==> config.mk <==
export PLATFORM = sky130hd
export DESIGN_NAME = uart_tx_fifo
export DESIGN_NICKNAME = d
export VERILOG_FILES = /design/src/rtl/uart_pkg.sv /design/src/rtl/sync_fifo_mem.sv /design/src/rtl/uart_tx_fifo.sv
export SDC_FILE = /design/constraint.sdc
export NUM_CORES = 1
export LEC_CHECK = 0
export ABC_AREA = 0
export CORE_ASPECT_RATIO = 1.25
export CORE_MARGIN = 3
export CORE_UTILIZATION = 54
export CTS_CLUSTER_DIAMETER = 200
export CTS_CLUSTER_SIZE = 16
export DETAILED_ROUTE_END_ITERATION = 10
export GPL_TIMING_DRIVEN = 1
export HOLD_SLACK_MARGIN = 0.05
export PLACE_DENSITY = 0.75
export SKIP_LAST_GASP = 1
export SYNTH_ARGS = -nofsm -noshare
export SYNTH_HDL_FRONTEND = slang
export SYNTH_SLANG_ARGS = --single-unit
==> constraint.sdc <==
create_clock -name i_clk -period 2.6 [get_ports i_clk]
set_input_delay 0.52 -clock i_clk [delete_from_list [all_inputs] [get_ports i_clk]]
set_output_delay 0.52 -clock i_clk [all_outputs]
set_load 0.01 [all_outputs]
==> src/rtl/uart_pkg.sv <==
// Shared types for the UART transmit path: launch FSM states and byte width.
package uart_pkg;

    localparam int UART_DATA_W = 8;

    typedef enum logic [1:0] {
        IDLE,
        LAUNCH,
        WAIT_BUSY,
        WAIT_DONE
    } uart_tx_fifo_state_e;

endpackage

==> src/rtl/sync_fifo_mem.sv <==
// Simple dual-port storage array: one clocked write port, one combinational read port.
module sync_fifo_mem #(
    parameter int DEPTH  = 16,
    parameter int DATA_W = 8,
    parameter int AW     = $clog2(DEPTH)
) (
    input  logic              clk,
    input  logic              wr_en,
    input  logic [AW-1:0]     wr_addr,
    input  logic [DATA_W-1:0] wr_data,
    input  logic [AW-1:0]     rd_addr,
    output logic [DATA_W-1:0] rd_data
);

    logic [DATA_W-1:0] mem [DEPTH];

    // No reset: stale entries are unreachable once the pointers are cleared.
    always_ff @(posedge clk) begin
        if (wr_en) begin
            mem[wr_addr] <= wr_data;
        end
    end

    assign rd_data = mem[rd_addr];

endmodule

==> src/rtl/uart_tx_fifo.sv <==
// Byte FIFO and launch controller feeding the UART transmitter.
// Optional sticky overflow flag when UART_TX_FIFO_OVF_EN is defined.
module uart_tx_fifo
    import uart_pkg::*;
#(
    parameter int DEPTH  = 16,
    parameter int DATA_W = UART_DATA_W
) (
    input  logic                     i_clk,
    input  logic                     i_rst_n,
    input  logic                     i_wr_valid,
    input  logic [DATA_W-1:0]        i_wr_data,
    output logic                     o_wr_ready,
    output logic [$clog2(DEPTH):0]   o_level,
    output logic                     o_empty,
    input  logic                     i_uart_busy,
    output logic                     o_tx_en,
    output logic [DATA_W-1:0]        o_tx_data
`ifdef UART_TX_FIFO_OVF_EN
    ,
    input  logic                     i_ovf_clr,
    output logic                     o_ovf
`endif
);

    localparam int AW = $clog2(DEPTH);
    localparam int LW = AW + 1;
    localparam logic [LW-1:0] FULL_LVL = LW'(DEPTH);
    localparam logic [LW-1:0] LVL_ONE  = LW'(1);
    localparam logic [AW-1:0] PTR_ONE  = AW'(1);

    if (DEPTH < 2 || (DEPTH & (DEPTH - 1)) != 0) begin : g_bad_depth
        $error("uart_tx_fifo: DEPTH must be a power of two >= 2");
    end

    uart_tx_fifo_state_e state;
    uart_tx_fifo_state_e state_nxt;

    logic [AW-1:0]     wr_ptr;
    logic [AW-1:0]     rd_ptr;
    logic [LW-1:0]     count;
    logic              full;
    logic              push;
    logic              pop;
    logic [DATA_W-1:0] head;
    logic              tx_en;
    logic [DATA_W-1:0] tx_data;

    assign full       = (count == FULL_LVL);
    assign o_wr_ready = !full;
    assign o_level    = count;
    assign o_empty    = (count == '0);
    assign o_tx_en    = tx_en;
    assign o_tx_data  = tx_data;

    // Full blocks writes even when a pop frees a slot in the same cycle.
    assign push = i_wr_valid && !full;

    sync_fifo_mem #(
        .DEPTH  (DEPTH),
        .DATA_W (DATA_W),
        .AW     (AW)
    ) u_mem (
        .clk     (i_clk),
        .wr_en   (push),
        .wr_addr (wr_ptr),
        .wr_data (i_wr_data),
        .rd_addr (rd_ptr),
        .rd_data (head)
    );

    always_comb begin
        state_nxt = state;
        pop       = 1'b0;
        unique case (state)
            IDLE: begin
                if (!o_empty && !i_uart_busy) begin
                    pop       = 1'b1;
                    state_nxt = LAUNCH;
                end
            end
            LAUNCH: begin
                state_nxt = WAIT_BUSY;
            end
            // Transmitter raises busy one cycle after the strobe.
            WAIT_BUSY: begin
                if (i_uart_busy) begin
                    state_nxt = WAIT_DONE;
                end
            end
            WAIT_DONE: begin
                if (!i_uart_busy) begin
                    state_nxt = IDLE;
                end
            end
            default: begin
                state_nxt = IDLE;
            end
        endcase
    end

    always_ff @(posedge i_clk or negedge i_rst_n) begin
        if (!i_rst_n) begin
            state <= IDLE;
        end else begin
            state <= state_nxt;
        end
    end

    always_ff @(posedge i_clk or negedge i_rst_n) begin
        if (!i_rst_n) begin
            wr_ptr <= '0;
            rd_ptr <= '0;
            count  <= '0;
        end else begin
            if (push) begin
                wr_ptr <= wr_ptr + PTR_ONE;
            end
            if (pop) begin
                rd_ptr <= rd_ptr + PTR_ONE;
            end
            if (push && !pop) begin
                count <= count + LVL_ONE;
            end else if (pop && !push) begin
                count <= count - LVL_ONE;
            end
        end
    end

    // Strobe is high exactly for the LAUNCH cycle; data holds between launches.
    always_ff @(posedge i_clk or negedge i_rst_n) begin
        if (!i_rst_n) begin
            tx_en   <= 1'b0;
            tx_data <= '0;
        end else begin
            tx_en <= pop;
            if (pop) begin
                tx_data <= head;
            end
        end
    end

`ifdef UART_TX_FIFO_OVF_EN
    logic ovf;

    always_ff @(posedge i_clk or negedge i_rst_n) begin
        if (!i_rst_n) begin
            ovf <= 1'b0;
        end else if (i_wr_valid && full) begin
            ovf <= 1'b1;
        end else if (i_ovf_clr) begin
            ovf <= 1'b0;
        end
    end

    assign o_ovf = ovf;
`endif

endmodule

==> summary.log <==
qor: cts.numCtsBuffers 17
qor: sta.finalWorstSetupSlack 0.1012 ns
qor: yosys.post_synth_instance_area 0.006195 mm²
qor: global_routing.grt_remaining_overflow 0
qor: sta.final.setup.tns 0 ns
qor: power_and_ir_drop.power_per_cell_area 1142 mW/mm²
qor: floorplan.design.die.area 0.01280 mm²
qor: place.preCtsSetupSlack -0.02950 ns
qor: yosys.ys_seq_area_share 71.74%
qor: cells_and_area.fillerInstances 703
qor: route.antenna_left 0
qor: yosys.postSynthRegisterBits 152
qor: cts.post_cts_hold_buffer_count 0
qor: sta.slew-limit-headroom 63.65%
qor: power_and_ir_drop.power.switching_fraction 29.70%
qor: yosys.synth_cell_types 37
qor: cts.cts_tree yes
qor: cts.cts_root_buf sky130_fd_sc_hd__clkbuf_16
qor: power_and_ir_drop.power.ir.vdd_worst 0.0005579 V
qor: critical_path.crit_path_start_kind flop
qor: min_path.timing.hold.worst.class primary input to asynchronous set/reset pin
qor: yosys.synth_warnings 0
qor: route.route.detailed.drc 0
qor: outcome.run_status finished, final reports clean
qor: global_routing.globalRouteTotalUtil 19.48%
qor: critical_path.endpoint_kind flop
qor: cts.cts_buffer_depth 2
qor: cells_and_area.mostFrequentLayoutCells 128 x sky130_fd_sc_hd__edfxtp_1, 32 x sky130_fd_sc_hd__mux4_2, 27 x sky130_fd_sc_hd__clkdlybuf4s50_1
qor: cells_and_area.final_cells 530
qor: floorplan.std_cell_rows 43
qor: sta.fin_hold_ws 0.4654 ns
qor: sta.final_period_minus_worst_setup_slack 2.499 ns
qor: sta.slew_violations 0
qor: power_and_ir_drop.clock_power_share 30.2%
qor: place.placedCellCount 497
qor: yosys.synthDominantAreaCellType sky130_fd_sc_hd__edfxtp_1
qor: critical_path.crit_required 2.94 ns
qor: sta.fin_crit_sh 96.11%
qor: cells_and_area.area.growth.synth_to_final 19.53%
qor: critical_path.crit_path_max_fanout 4
qor: yosys.synth_nets 352
qor: floorplan.design.core.area 0.01114 mm²
qor: cells_and_area.reg_area 0.004448 mm²
qor: sta.setup_viol_count_final 0
qor: route.vias_per_cell 5.909
qor: route.via_count 3132
qor: yosys.synth_edf_count 128
qor: floorplan.initial_utilization 55.62%
qor: cells_and_area.finalNetCount 408
qor: run.maxcap_viol_count 0
qor: floorplan.die_x 101.8 µm
qor: cts.reg_clk_slew_reported_paths 0.06 ns
qor: yosys.fraction_of_synthesized_cell_area_taken_by_the_top_area_cell_type 62.05%
qor: cells_and_area.diodes 0
qor: power_and_ir_drop.seq_power_share 38.8%
qor: route.drtIter0Drc 230
qor: route.finalWirelength 11400 µm
qor: yosys.top_cells_by_area_in_the_synthesized_netlist sky130_fd_sc_hd__edfxtp_1 62%, sky130_fd_sc_hd__mux4_2 12%, sky130_fd_sc_hd__dfrtp_1 9.7%
qor: place.dp_hpwl 7020 µm
qor: cts.htree_num_levels 4
qor: cells_and_area.post_route_utilization 66.49%
qor: sta.fin_skew 0.006198 ns
qor: cts.clk-insertion-delay-late 0.42 ns
qor: power_and_ir_drop.internal_power 5.947 mW
qor: power_and_ir_drop.cellLeakagePower 2.598 nW
qor: critical_path.critical_path_arrival 2.84 ns
qor: cts.cts_sinks 152
qor: place.buffer_ports.inserted 27
qor: sta.finalHoldViolCount 0
qor: cells_and_area.layout.cells.most_common sky130_fd_sc_hd__edfxtp_1
qor: power_and_ir_drop.switching_power 2.512 mW
qor: place.globalplace.congestion 0.7340
qor: critical_path.ff2ff_setup_slack 0.10 ns
qor: yosys.synthesis.area_per_instance 19.00 µm²
qor: cells_and_area.area_occupied_by_multi_input_gates 0.001647 mm²
qor: yosys.asyncSetResetFlopFracSynth 15.79%
qor: sta.worst-slew-pin-transition 0.5435 ns
qor: global_routing.grt_antenna_before_repair 0
qor: route.wire_per_inst 21.51 µm
qor: global_routing.grt_max_degree 36
qor: cells_and_area.ratio_of_cells_with_drive_above_1_in_the_final_layout 27.59%
qor: power_and_ir_drop.combinationalPowerShare 31.0%
qor: route.drt_first_pass_iters 4
qor: floorplan.ioPinCount 28
qor: yosys.netlist_instances 326
qor: global_routing.grt_pass1_wl 18010 µm
qor: yosys.ys.flop_type sky130_fd_sc_hd__edfxtp_1
qor: floorplan.floorplan.die.height 125.8 µm
qor: critical_path.critPathKind flop to flop
qor: sta.timing.fmax 0.4002 GHz
qor: global_routing.number_of_global_route_vias_before_repair 3253
## final cells by class
class	instances	share of cell area [%]
tap	135	2.281
clock buffer	17	5.745
sequential	152	60.07
inverter	9	0.5238
timing repair buffer	53	6.455
clock inverter	15	2.687
multi-input combinational	149	22.24
## repair_timing
action	4_1_cts	5_1_grt
endpoints found under the setup margin	0	2
setup buffers	0	1
resized for setup	0	4
## worst max-delay path: stages (launching register included)
cell                      delay (ns)
sky130_fd_sc_hd__dfrtp_2        0.44
sky130_fd_sc_hd__nor4_4         0.31
sky130_fd_sc_hd__nor2b_4        0.22
sky130_fd_sc_hd__or3b_4         0.14
sky130_fd_sc_hd__ha_2           0.19
sky130_fd_sc_hd__inv_1          0.06
sky130_fd_sc_hd__buf_4          0.15
sky130_fd_sc_hd__ha_1           0.20
sky130_fd_sc_hd__a21o_1         0.19
sky130_fd_sc_hd__a21oi_2        0.17
sky130_fd_sc_hd__mux2i_1        0.22
sky130_fd_sc_hd__xnor2_1        0.13
## per-layer routing
| layer | track usage, % | vias up | part of all wire (%) |
|---|---|---|---|
| met1 | 24.11 | 1637 | 40 |
| met3 | 5.817 | 14 | 5.0 |
| met5 | 0 | - | 0 |
| li1 | - | 1396 | - |
| met2 | 32.63 | 85 | 54 |
| met4 | 6.651 | 0 | 1.3 |
## power groups by stage
stage	logic, mW	registers (mW)	clock network (mW)
3_5_place_dp	2.58	3.32	0
3_3_place_gp	2.54	3.29	0
2_1_floorplan	1.81	3.29	0
5_1_grt	2.88	3.32	2.70
4_1_cts	2.63	3.27	2.60
6_report	2.62	3.28	2.56
## synthesized netlist by cell type, types with 6 or more instances
master,instances
sky130_fd_sc_hd__nand2_1,24
sky130_fd_sc_hd__ha_1,13
sky130_fd_sc_hd__dfrtp_1,24
sky130_fd_sc_hd__clkbuf_1,6
sky130_fd_sc_hd__o221ai_2,8
sky130_fd_sc_hd__edfxtp_1,128
sky130_fd_sc_hd__nor2_1,15
sky130_fd_sc_hd__xnor2_1,9
sky130_fd_sc_hd__mux4_2,32
sky130_fd_sc_hd__mux2i_1,17
sky130_fd_sc_hd__inv_1,8
## state kept, by name, summed over array words and instances (netlist names)
| register | flops |
|---|---|
| u_mem.mem | 128 |
| o_tx_data | 8 |
| o_level | 5 |
| rd_ptr | 4 |
| wr_ptr | 4 |
| state | 2 |
| o_tx_en | 1 |
## cells by family after synthesis
family / after synthesis / synth area share (%)
DFF: 152 / 71.74
and+or+nand+nor: 55 / 4.282
muxes: 50 / 14.56
AOI/OAI and AO/OA: 20 / 3.090
xor gates and xnor gates: 10 / 1.414
adders and majority gates: 14 / 2.949
buffers and inverters: 25 / 1.959
## through the flow
stage / power [mW] / cell area (µm²)
2_1_floorplan: 5.101 / 6205
3_3_place_gp: 5.834 / 6756
3_5_place_dp: 5.892 / 6756
4_1_cts: 8.502 / 7381
5_1_grt: 8.897 / 7405
6_report: 8.459 / 7405
## path summary, 6_finish.rpt
check                        startpoint      endpoint  cells past startpoint
setup / recovery             o_level[1]    o_level[4]                     11
hold / removal                  i_rst_n    o_level[1]                      2
setup reg to reg             o_level[1]    o_level[4]                     11
hold reg to reg            o_tx_data[0]  o_tx_data[0]                      2
max in group asynchronous       i_rst_n     rd_ptr[1]                      2
min in group i_clk         o_tx_data[0]  o_tx_data[0]                      2
No activity file was read; power rests on OpenSTA's default activity.
